File: src/rtl/opr1_sequencer.sv
// ============================================================================
//  Module      : opr1_sequencer
//  Description : Steps PDP-8 Group 1 operate microinstructions (CLA/CLL,
//                CMA/CML, IAC, RAR/RAL/BSW) through a clear/OR/invert
//                datapath in architectural event order, one event per clock.
//  Ports       : clk      in   system clock, rising edge
//                reset    in   asynchronous active-high reset
//                start    in   request, sampled only in IDLE
//                ir       in   12-bit instruction word
//                ac_in    in   12-bit accumulator operand (latched on start)
//                l_in     in   link operand (latched on start)
//                clr_ctl  out  clear control, high in E1 when CLA
//                inv_ctl  out  invert control, high in E2 when CMA
//                busy     out  high in every state except IDLE
//                done     out  one-cycle pulse in FIN, results valid
//                ac_out   out  working accumulator
//                l_out    out  working link
//  Revision    : 1.0  initial release
// ============================================================================
`default_nettype none

module opr1_sequencer #(
  parameter int ENABLE_BSW = 1,
  parameter int COMPACT    = 0
) (
  input  logic        clk,
  input  logic        reset,
  input  logic        start,
  input  logic [11:0] ir,
  input  logic [11:0] ac_in,
  input  logic        l_in,
  output logic        clr_ctl,
  output logic        inv_ctl,
  output logic        busy,
  output logic        done,
  output logic [11:0] ac_out,
  output logic        l_out
);

  localparam logic [2:0] c_st_idle = 3'd0;
  localparam logic [2:0] c_st_e1   = 3'd1;
  localparam logic [2:0] c_st_e2   = 3'd2;
  localparam logic [2:0] c_st_e3   = 3'd3;
  localparam logic [2:0] c_st_r1   = 3'd4;
  localparam logic [2:0] c_st_r2   = 3'd5;
  localparam logic [2:0] c_st_fin  = 3'd6;

  logic [2:0]  r_state;
  logic [2:0]  w_next;
  logic [7:0]  r_ir;     // only the microinstruction bits are needed after decode
  logic [11:0] r_ac;
  logic        r_l;
  logic [11:0] w_cloi;
  logic        w_group1;

  // Successor of state s for microinstruction bits b. In COMPACT mode event
  // states whose bits are all zero are skipped; the rotate phase is entered
  // for exactly one of RAR/RAL, or for a lone IR[1] when byte swap exists.
  function automatic logic [2:0] f_next(input logic [2:0] s, input logic [7:0] b);
    logic w_e1;
    logic w_e2;
    logic w_e3;
    logic w_rot;
    logic w_twice;
    w_e1    = (COMPACT == 0) || b[7] || b[6];
    w_e2    = (COMPACT == 0) || b[5] || b[4];
    w_e3    = (COMPACT == 0) || b[0];
    w_rot   = (b[3] ^ b[2]) || (b[1] && !b[3] && !b[2] && (ENABLE_BSW != 0));
    w_twice = b[1] && (b[3] ^ b[2]);
    f_next  = c_st_fin;
    case (s)
      c_st_idle: begin
        if (w_e1)       f_next = c_st_e1;
        else if (w_e2)  f_next = c_st_e2;
        else if (w_e3)  f_next = c_st_e3;
        else if (w_rot) f_next = c_st_r1;
        else            f_next = c_st_fin;
      end
      c_st_e1: begin
        if (w_e2)       f_next = c_st_e2;
        else if (w_e3)  f_next = c_st_e3;
        else if (w_rot) f_next = c_st_r1;
        else            f_next = c_st_fin;
      end
      c_st_e2: begin
        if (w_e3)       f_next = c_st_e3;
        else if (w_rot) f_next = c_st_r1;
        else            f_next = c_st_fin;
      end
      c_st_e3:  f_next = w_rot ? c_st_r1 : c_st_fin;
      c_st_r1:  f_next = w_twice ? c_st_r2 : c_st_fin;
      default:  f_next = c_st_fin;
    endcase
  endfunction

  // One rotate step on {L,AC}. rar/ral both set never reaches this path.
  function automatic logic [12:0] f_rot(input logic [12:0] v, input logic rar,
                                        input logic ral);
    if (ral && !rar)      f_rot = {v[11:0], v[12]};
    else if (rar && !ral) f_rot = {v[0], v[12:1]};
    else                  f_rot = {v[12], v[5:0], v[11:6]};
  endfunction

  assign w_group1 = (ir[11:8] == 4'b1110);

  always_comb begin
    w_next = r_state;
    case (r_state)
      c_st_idle: begin
        if (start) w_next = w_group1 ? f_next(c_st_idle, ir[7:0]) : c_st_fin;
      end
      c_st_e1, c_st_e2, c_st_e3, c_st_r1: w_next = f_next(r_state, r_ir);
      c_st_r2:  w_next = c_st_fin;
      c_st_fin: w_next = c_st_idle;
      default:  w_next = c_st_idle;
    endcase
  end

  assign clr_ctl = (r_state == c_st_e1) && r_ir[7];
  assign inv_ctl = (r_state == c_st_e2) && r_ir[5];
  assign busy    = (r_state != c_st_idle);
  assign done    = (r_state == c_st_fin);
  assign ac_out  = r_ac;
  assign l_out   = r_l;

  // Shared clear/OR/invert path: clear then invert, only one is active per state.
  assign w_cloi = (clr_ctl ? 12'd0 : r_ac) ^ {12{inv_ctl}};

  always_ff @(posedge clk or posedge reset) begin
    if (reset) begin
      r_state <= c_st_idle;
      r_ir    <= 8'd0;
      r_ac    <= 12'd0;
      r_l     <= 1'b0;
    end else begin
      r_state <= w_next;
      case (r_state)
        c_st_idle: begin
          if (start) begin
            r_ir <= ir[7:0];
            r_ac <= ac_in;
            r_l  <= l_in;
          end
        end
        c_st_e1: begin
          r_ac <= w_cloi;
          if (r_ir[6]) r_l <= 1'b0;
        end
        c_st_e2: begin
          r_ac <= w_cloi;
          if (r_ir[4]) r_l <= ~r_l;
        end
        c_st_e3: begin
          // carry out of AC lands in L through the 13-bit add
          if (r_ir[0]) {r_l, r_ac} <= {r_l, r_ac} + 13'd1;
        end
        c_st_r1, c_st_r2: begin
          {r_l, r_ac} <= f_rot({r_l, r_ac}, r_ir[3], r_ir[2]);
        end
        default: begin
        end
      endcase
    end
  end

endmodule

`default_nettype wire

File: config.mk
export PLATFORM = sky130hd
export DESIGN_NAME = opr1_sequencer
export DESIGN_NICKNAME = d
export VERILOG_FILES = /design/src/rtl/opr1_sequencer.sv
export SDC_FILE = /design/constraint.sdc
export NUM_CORES = 1
export LEC_CHECK = 0
export ABC_AREA = 0
export ABC_CLOCK_PERIOD_IN_PS = 1800
export BUFFER_PORTS_ARGS = -buffer_cell sky130_fd_sc_hd__buf_4
export CELL_PAD_IN_SITES_DETAIL_PLACEMENT = 0
export CELL_PAD_IN_SITES_GLOBAL_PLACEMENT = 1
export CORE_AREA = 10 10 89 91
export DETAILED_ROUTE_END_ITERATION = 12
export DIE_AREA = 0 0 99 101
export GPL_TIMING_DRIVEN = 0
export HOLD_SLACK_MARGIN = 0.08
export PLACE_DENSITY = 0.77
export SLEW_MARGIN = 20
export SYNTH_ARGS = -nofsm -noshare
export SYNTH_HDL_FRONTEND = slang
export SYNTH_SLANG_ARGS = --single-unit
File: constraint.sdc
create_clock -name clk -period 1.8 [get_ports clk]
set_clock_uncertainty 0.15 [all_clocks]
set_input_delay 0.09 -clock clk [delete_from_list [all_inputs] [get_ports clk]]
set_output_delay 0.09 -clock clk [all_outputs]
set_load 0.1 [all_outputs]
## Word-level counts from Yosys, hierarchy flattened

Index checks and enable logic that the tools add are counted.

- Memories: 0
- Output and inout port bits: 17
- Bits in writable memories: 0
- Logic and storage cells: 57
- Input bits: 28
- Latch bits: 0
- ROM bits: 0
- Flip-flop bits (word level): 24

- Shift operators: 0
- Order comparisons: 0
- Muxes and demuxes: 17
- Divide/modulo/power cells: 0
- Add/subtract/negate cells: 1
- Bitwise operators: 3
- Multiply operators: 0
- Equality and inequality tests: 12
- Reductions and logical operators: 20

Operators with widths:

| operator | number |
|---|---|
| $pmux W12 S4 | 1 |
| $mux W12 | 3 |
| $mux W13 | 2 |
| $add A13 B1 Y13 const B | 1 |
| $pmux W3 S4 | 1 |
| $xor A12 B12 Y12 | 1 |
| $eq A3 B3 Y1 const B | 3 |
| $pmux W3 S3 | 1 |
| $ne A2 B2 Y1 const B | 4 |
| $logic_and A1 B1 Y1 | 7 |
| $eq A3 B2 Y1 const B | 2 |
| $mux W3 | 2 |
| $reduce_and A6 Y1 | 1 |
| $pmux W1 S5 | 1 |
| $reduce_bool A5 Y1 | 1 |
| $eq A4 B4 Y1 const B | 1 |
| $mux W1 | 4 |
| $mux W2 | 2 |
| $reduce_bool A4 Y1 | 1 |
| $reduce_or A2 Y1 | 2 |
| $reduce_or A4 Y1 | 1 |
| $eq A3 B1 Y1 const B | 1 |
| $logic_not A3 Y1 | 1 |
| $ne A3 B3 Y1 const B | 1 |
| 7 further kinds | 8 |

## Logic depth before layout (Yosys ltp)

- Word-level depth: 7
- Mapped depth: 9
- Mapped depth without buffers: 7

## Least setup slack after synthesis

No wires, ideal clock.

- Kind: register to output
- From: register r_state[2]
- To: output clr_ctl
- Required time: 1560 ps
- Path buffers: 2
- Arrival time: 3947 ps
- Cell stages (with the launch flop): 4
- Setup slack: -2387 ps
- Cells stage by stage: dfrtp_1 buf_2 buf_2 nor4b_1

- Word-level cells in the longest chain between the ends: 2

RTL lines:

| item | line | RTL |
|---|---|---|
| from (decl) | 48 | `logic [2:0] r_state;` |
| from (signal assigned) | 131 | `r_state <= c_st_idle;` |
| from (signal assigned) | 136 | `r_state <= w_next;` |
| $eq A3 B1 Y1 | 119 | `assign clr_ctl = (r_state == c_st_e1) && r_ir[7];` |
| $logic_and A1 B1 Y1 | 119 |  |
| to (decl) | 32 | `output logic clr_ctl,` |

No other way between the ends.

## Final worst setup path

- From: register r_ir[2]
- To: register r_ac[0] (netlist: ac_out[0])

- Word-level cells in the longest chain between the ends: 5
- Elaborated cells between the ends (all ways): 6
- Those cells by class: mux: 3; reduce/logical: 3

RTL lines:

| item | line | RTL |
|---|---|---|
| from (decl) | 50 | `logic [7:0] r_ir;` |
| from (signal assigned) | 140 | `r_ir <= ir[7:0];` |
| $logic_not A1 Y1 | 100 | `else if (rar && !ral) f_rot = {v[0], v[12:1]};` |
| $logic_and A1 B1 Y1 | 100 |  |
| $mux W13 | 100 |  |
| $mux W13 (*) | 99 | `if (ral && !rar) f_rot = {v[11:0], v[12]};` |
| $pmux W12 S4 (*) | 137 | `case (r_state)` |
| to (signal assigned) | 141 | `r_ac <= ac_in;` |
| to (signal assigned) | 146 | `r_ac <= w_cloi;` |
| to (signal assigned) | 150 | `r_ac <= w_cloi;` |
| to (decl) | 51 | `logic [11:0] r_ac;` |

Every way passes the cells marked *; elsewhere a longest branch is shown, timed or not. The select of a mux whose other input is x is not followed.
A chain may end at the register's enable or synchronous reset.

==> PnR_summary.wiki <==
{| class="wikitable"
! Metric !! Value
|-
| Clock Tree Root || clkbuf_8
|-
| Routed WL per cell || ~18 µm
|-
| Period minus WS final || approximately 2000 ps
|-
| Violations in the final reports || setup timing
|-
| Area of the die || ~10000 µm²
|-
| Instance area after placement || 2830 µm²
|-
| Hold Crit Start || ir[8]
|-
| Dominant cell by count in the synthesized netlist || dfrtp_1
|-
| Synthesized netlist net count || about 290
|-
| Worst Path Buf+Inv || 1
|-
| Unrepaired setup endpoints after global routing || true
|-
| Number of design rule violations left after detail routing || 0
|-
| Number of buffers inserted during clock tree synthesis || 3
|-
| Summed area of non-filler cells in the final layout || around 3800 µm²
|-
| Register clock-pin slew on the reported worst setup and hold paths || approximately 100 ps
|-
| Area share of the largest cell type after synthesis || 0.271
|-
| Final hold violations || 0
|-
| Total core area || about 6200 µm²
|-
| Number of iterations in the first detailed-routing pass || 4
|-
| Worst Setup Slack post-DPL || -307 ps
|-
| Number of clock sinks || 24
|-
| Starting density of the core || 0.357
|-
| Final Slew Violations || 0
|-
| Synth cell types || 64
|-
| 1st-iter DRT viols || between 200 and 250
|-
| Worst-margin pin slew || 946 ps
|-
| Post-detailed-routing wire length || roughly 8400 µm
|-
| Crit-path max FO || 4
|-
| RePlAce Congestion || between 0.8 and 0.9
|-
| Final core occ || 0.616
|-
| Overflow left after global routing || 0
|-
| Detailed-placement wirelength estimate || a little over 5000 µm
|-
| Placement row count || 29
|-
| Startpoint-to-endpoint class of the critical path || reg2reg
|-
| Relative slew slack || 0.366
|-
| Tcrit/Tclk final || 1.08
|-
| Type of element capturing the critical path || flop
|-
| Slowest library cell on the worst path || dfrtp_1
|-
| Fmax || just over 0.5 GHz
|-
| Total standard cell area after synthesis || between 2000 and 2500 µm²
|-
| Synthesis warning total || 0
|-
| Share of layout cells above drive strength 1 || 0.513
|-
| Number of cells on the worst reg-to-reg path || 7
|-
| Synth-to-Final Area Change || 72.7%
|-
| Outcome || complete, but fails checks
|-
| Number of global-route vias before repair || between 2k and 2.5k
|-
| Share of synthesized registers carrying an async set or reset || 1.00
|-
| Total I/O pin count || 45
|-
| Worst hold path depth || 4
|-
| Tot GR Track Use || 0.152
|-
| Die Height || roughly 100 µm
|-
| Fin nets || ~400
|-
| Wire length of the first global-routing pass || around 13000 µm
|-
| Number of enable flip-flop cells after synthesis || 0
|-
| Number of vias in the routed layout || 2572
|-
| Post-synthesis cell type with the largest combined area || dfrtp_1
|-
| Worst Hold Class || in2reg
|-
| Number of setup violations in the final report || 10
|-
| Final antenna diode count || 0
|-
| H-tree levels || 1
|-
| Required time of the critical path || roughly 1800 ps
|-
| Category of cells accounting for the largest share of critical-path delay || compound AO/OA/AOI/OAI gates
|-
| Worst reg2reg setup slack || -150 ps
|-
| Detail-routed via count per cell || between 5 and 6
|-
| Total of flip-flops plus latches after synthesis || 24
|-
| Ordered list of cells on the worst path || inv_2 > ha_4 > mux2_4 > o211ai_1 > o311ai_2 > o22ai_1 > a22oi_1
|-
| Number of max-capacitance violations reported || 0
|-
| Worst-case setup margin in the final layout || -148 ps
|-
| Capturing point of the worst reg2reg path || ac_out[0]$_DFFE_PP0P_
|-
| Avg Inst Size Synth || ~8.5 µm²
|-
| Total of buffers placed on input and output ports || 44
|-
| Post-synth top cells || dfrtp_1, buf_2, nor2_1, o21ai_0
|-
| Number of nets still failing antenna checks after routing || 0
|-
| Ys flop type || dfrtp_1
|-
| Type of element launching the critical path || flop
|-
| Top post-synthesis cells by area || dfrtp_1, mux2i_1, xnor2_1
|-
| Worst reg2reg path startpoint || r_ir[2]$_DFFE_PP0P_
|-
| Data arrival at the endpoint of the critical path || around 2000 ps
|-
| Die X || 99 µm
|-
| TritonCTS clock tree || yes
|-
| Count of mapped cells out of synthesis || 262
|-
| Clock network latency to the later pin of the worst-skew pair || about 280 ps
|-
| Sequential fraction of the synthesis area || 0.271
|-
| Highest cell delay on the worst timing path || ~430 ps
|-
| Antenna violations before repair || 0
|-
| Maximum number of pins on one net before global-route repair || 25
|-
| Max Buffers Root-to-Sink || 2
|-
| Worst-case hold path end point || r_state[2]$_DFFE_PP0P_
|}
-- state kept, by name, indices dropped and copies added, names as in the netlist --
signal	flops
l_out	1
ac_out	12
r_state	3
r_ir	8
-- layout make-up --
cell class	instances	area, µm²
inverter	15	72.6
multi-input combinational	194	1670
tap	77	96.3
sequential	24	646
buffer	27	290
clock buffer	4	55.1
fill	516	2380
timing repair buffer	114	991
-- worst reg2reg max path: stages, from the launching register on --
cell and delay [ps]:
dfrtp_1 430, inv_2 90, ha_4 170, mux2_4 300, o211ai_1 240, o311ai_2 180, o22ai_1 180, a22oi_1 80
-- placed cells by master (no fill, tap or decap), types with 4 or more instances in the layout --
| cell type | instances |
|---|---|
| clkbuf_8 | 5 |
| mux2_4 | 6 |
| nand4_1 | 4 |
| nand2_1 | 14 |
| a211oi_1 | 4 |
| a221oi_2 | 7 |
| nor2b_1 | 8 |
| dlygate4sd3_1 | 23 |
| nand3_1 | 8 |
| nor2_1 | 14 |
| buf_6 | 26 |
| a21oi_1 | 11 |
| o21ai_1 | 6 |
| dfrtp_1 | 10 |
| o21ai_0 | 11 |
| buf_8 | 5 |
| nand2b_1 | 4 |
| xnor2_1 | 10 |
| mux2i_1 | 9 |
| dfrtp_4 | 11 |
| o22ai_1 | 6 |
| inv_1 | 11 |
| buf_4 | 78 |
-- worst max path at each step --
stage	start	end	slack, ps	cells after the start
after CTS	r_ir[3]$_DFFE_PP0P_	ac_out[0]$_DFFE_PP0P_	-160	8
after detailed placement	r_ir[2]$_DFFE_PP0P_	ac_out[4]$_DFFE_PP0P_	-310	9
after floorplan	r_state[1]$_DFFE_PP0P_	clr_ctl	-280	4
after global routing	r_ir[2]$_DFFE_PP0P_	ac_out[0]$_DFFE_PP0P_	-200	7
final	r_ir[2]$_DFFE_PP0P_	ac_out[0]$_DFFE_PP0P_	-150	7
after global placement	r_ir[3]$_DFFE_PP0P_	l_out$_DFFE_PP0P_	-300	7
-- routing by layer --
metal  part of all wire  global-route usage
met4              0.019              0.0353
met2               0.49               0.267
met3              0.075              0.0281
met5                  0                   0
met1               0.41               0.187
-- timing repair --
item | CTS | global route
pin swaps | 26 | 21
cloned | 1 | 2
hold endpoints to repair | 47 | 0
endpoints found under the setup margin | 23 | 22
hold buffers | 23 | 0
resized for setup | 45 | 53
setup buffers | 25 | 19
-- through the flow --
| stage | setup TNS [ps] | instances | hold WS, ps |
|---|---|---|---|
| after floorplan | -1060 | 262 | -45.3 |
| after global placement | -3540 | 383 | 151 |
| after detailed placement | -3720 | 383 | 151 |
| after CTS | -501 | 435 | 136 |
| after global routing | -1430 | 455 | 183 |
| final | -353 | 455 | 142 |
-- cells by family (layout without fill, tap and decap cells) --
| group | count (synthesis) | count (layout) | share of synthesized area |
|---|---|---|---|
| fa+ha+maj | 3 | 3 | 0.0170 |
| mux | 18 | 18 | 0.0859 |
| buf+inv | 44 | 160 | 0.0932 |
| compound gates | 82 | 82 | 0.279 |
| xor+xnor | 14 | 14 | 0.0554 |
| simple gates | 77 | 77 | 0.199 |
| flops | 24 | 24 | 0.271 |
Power is left out: the tool's default activity adds up to more than one toggle a clock period on the data nets, which glitch-free logic cannot reach.
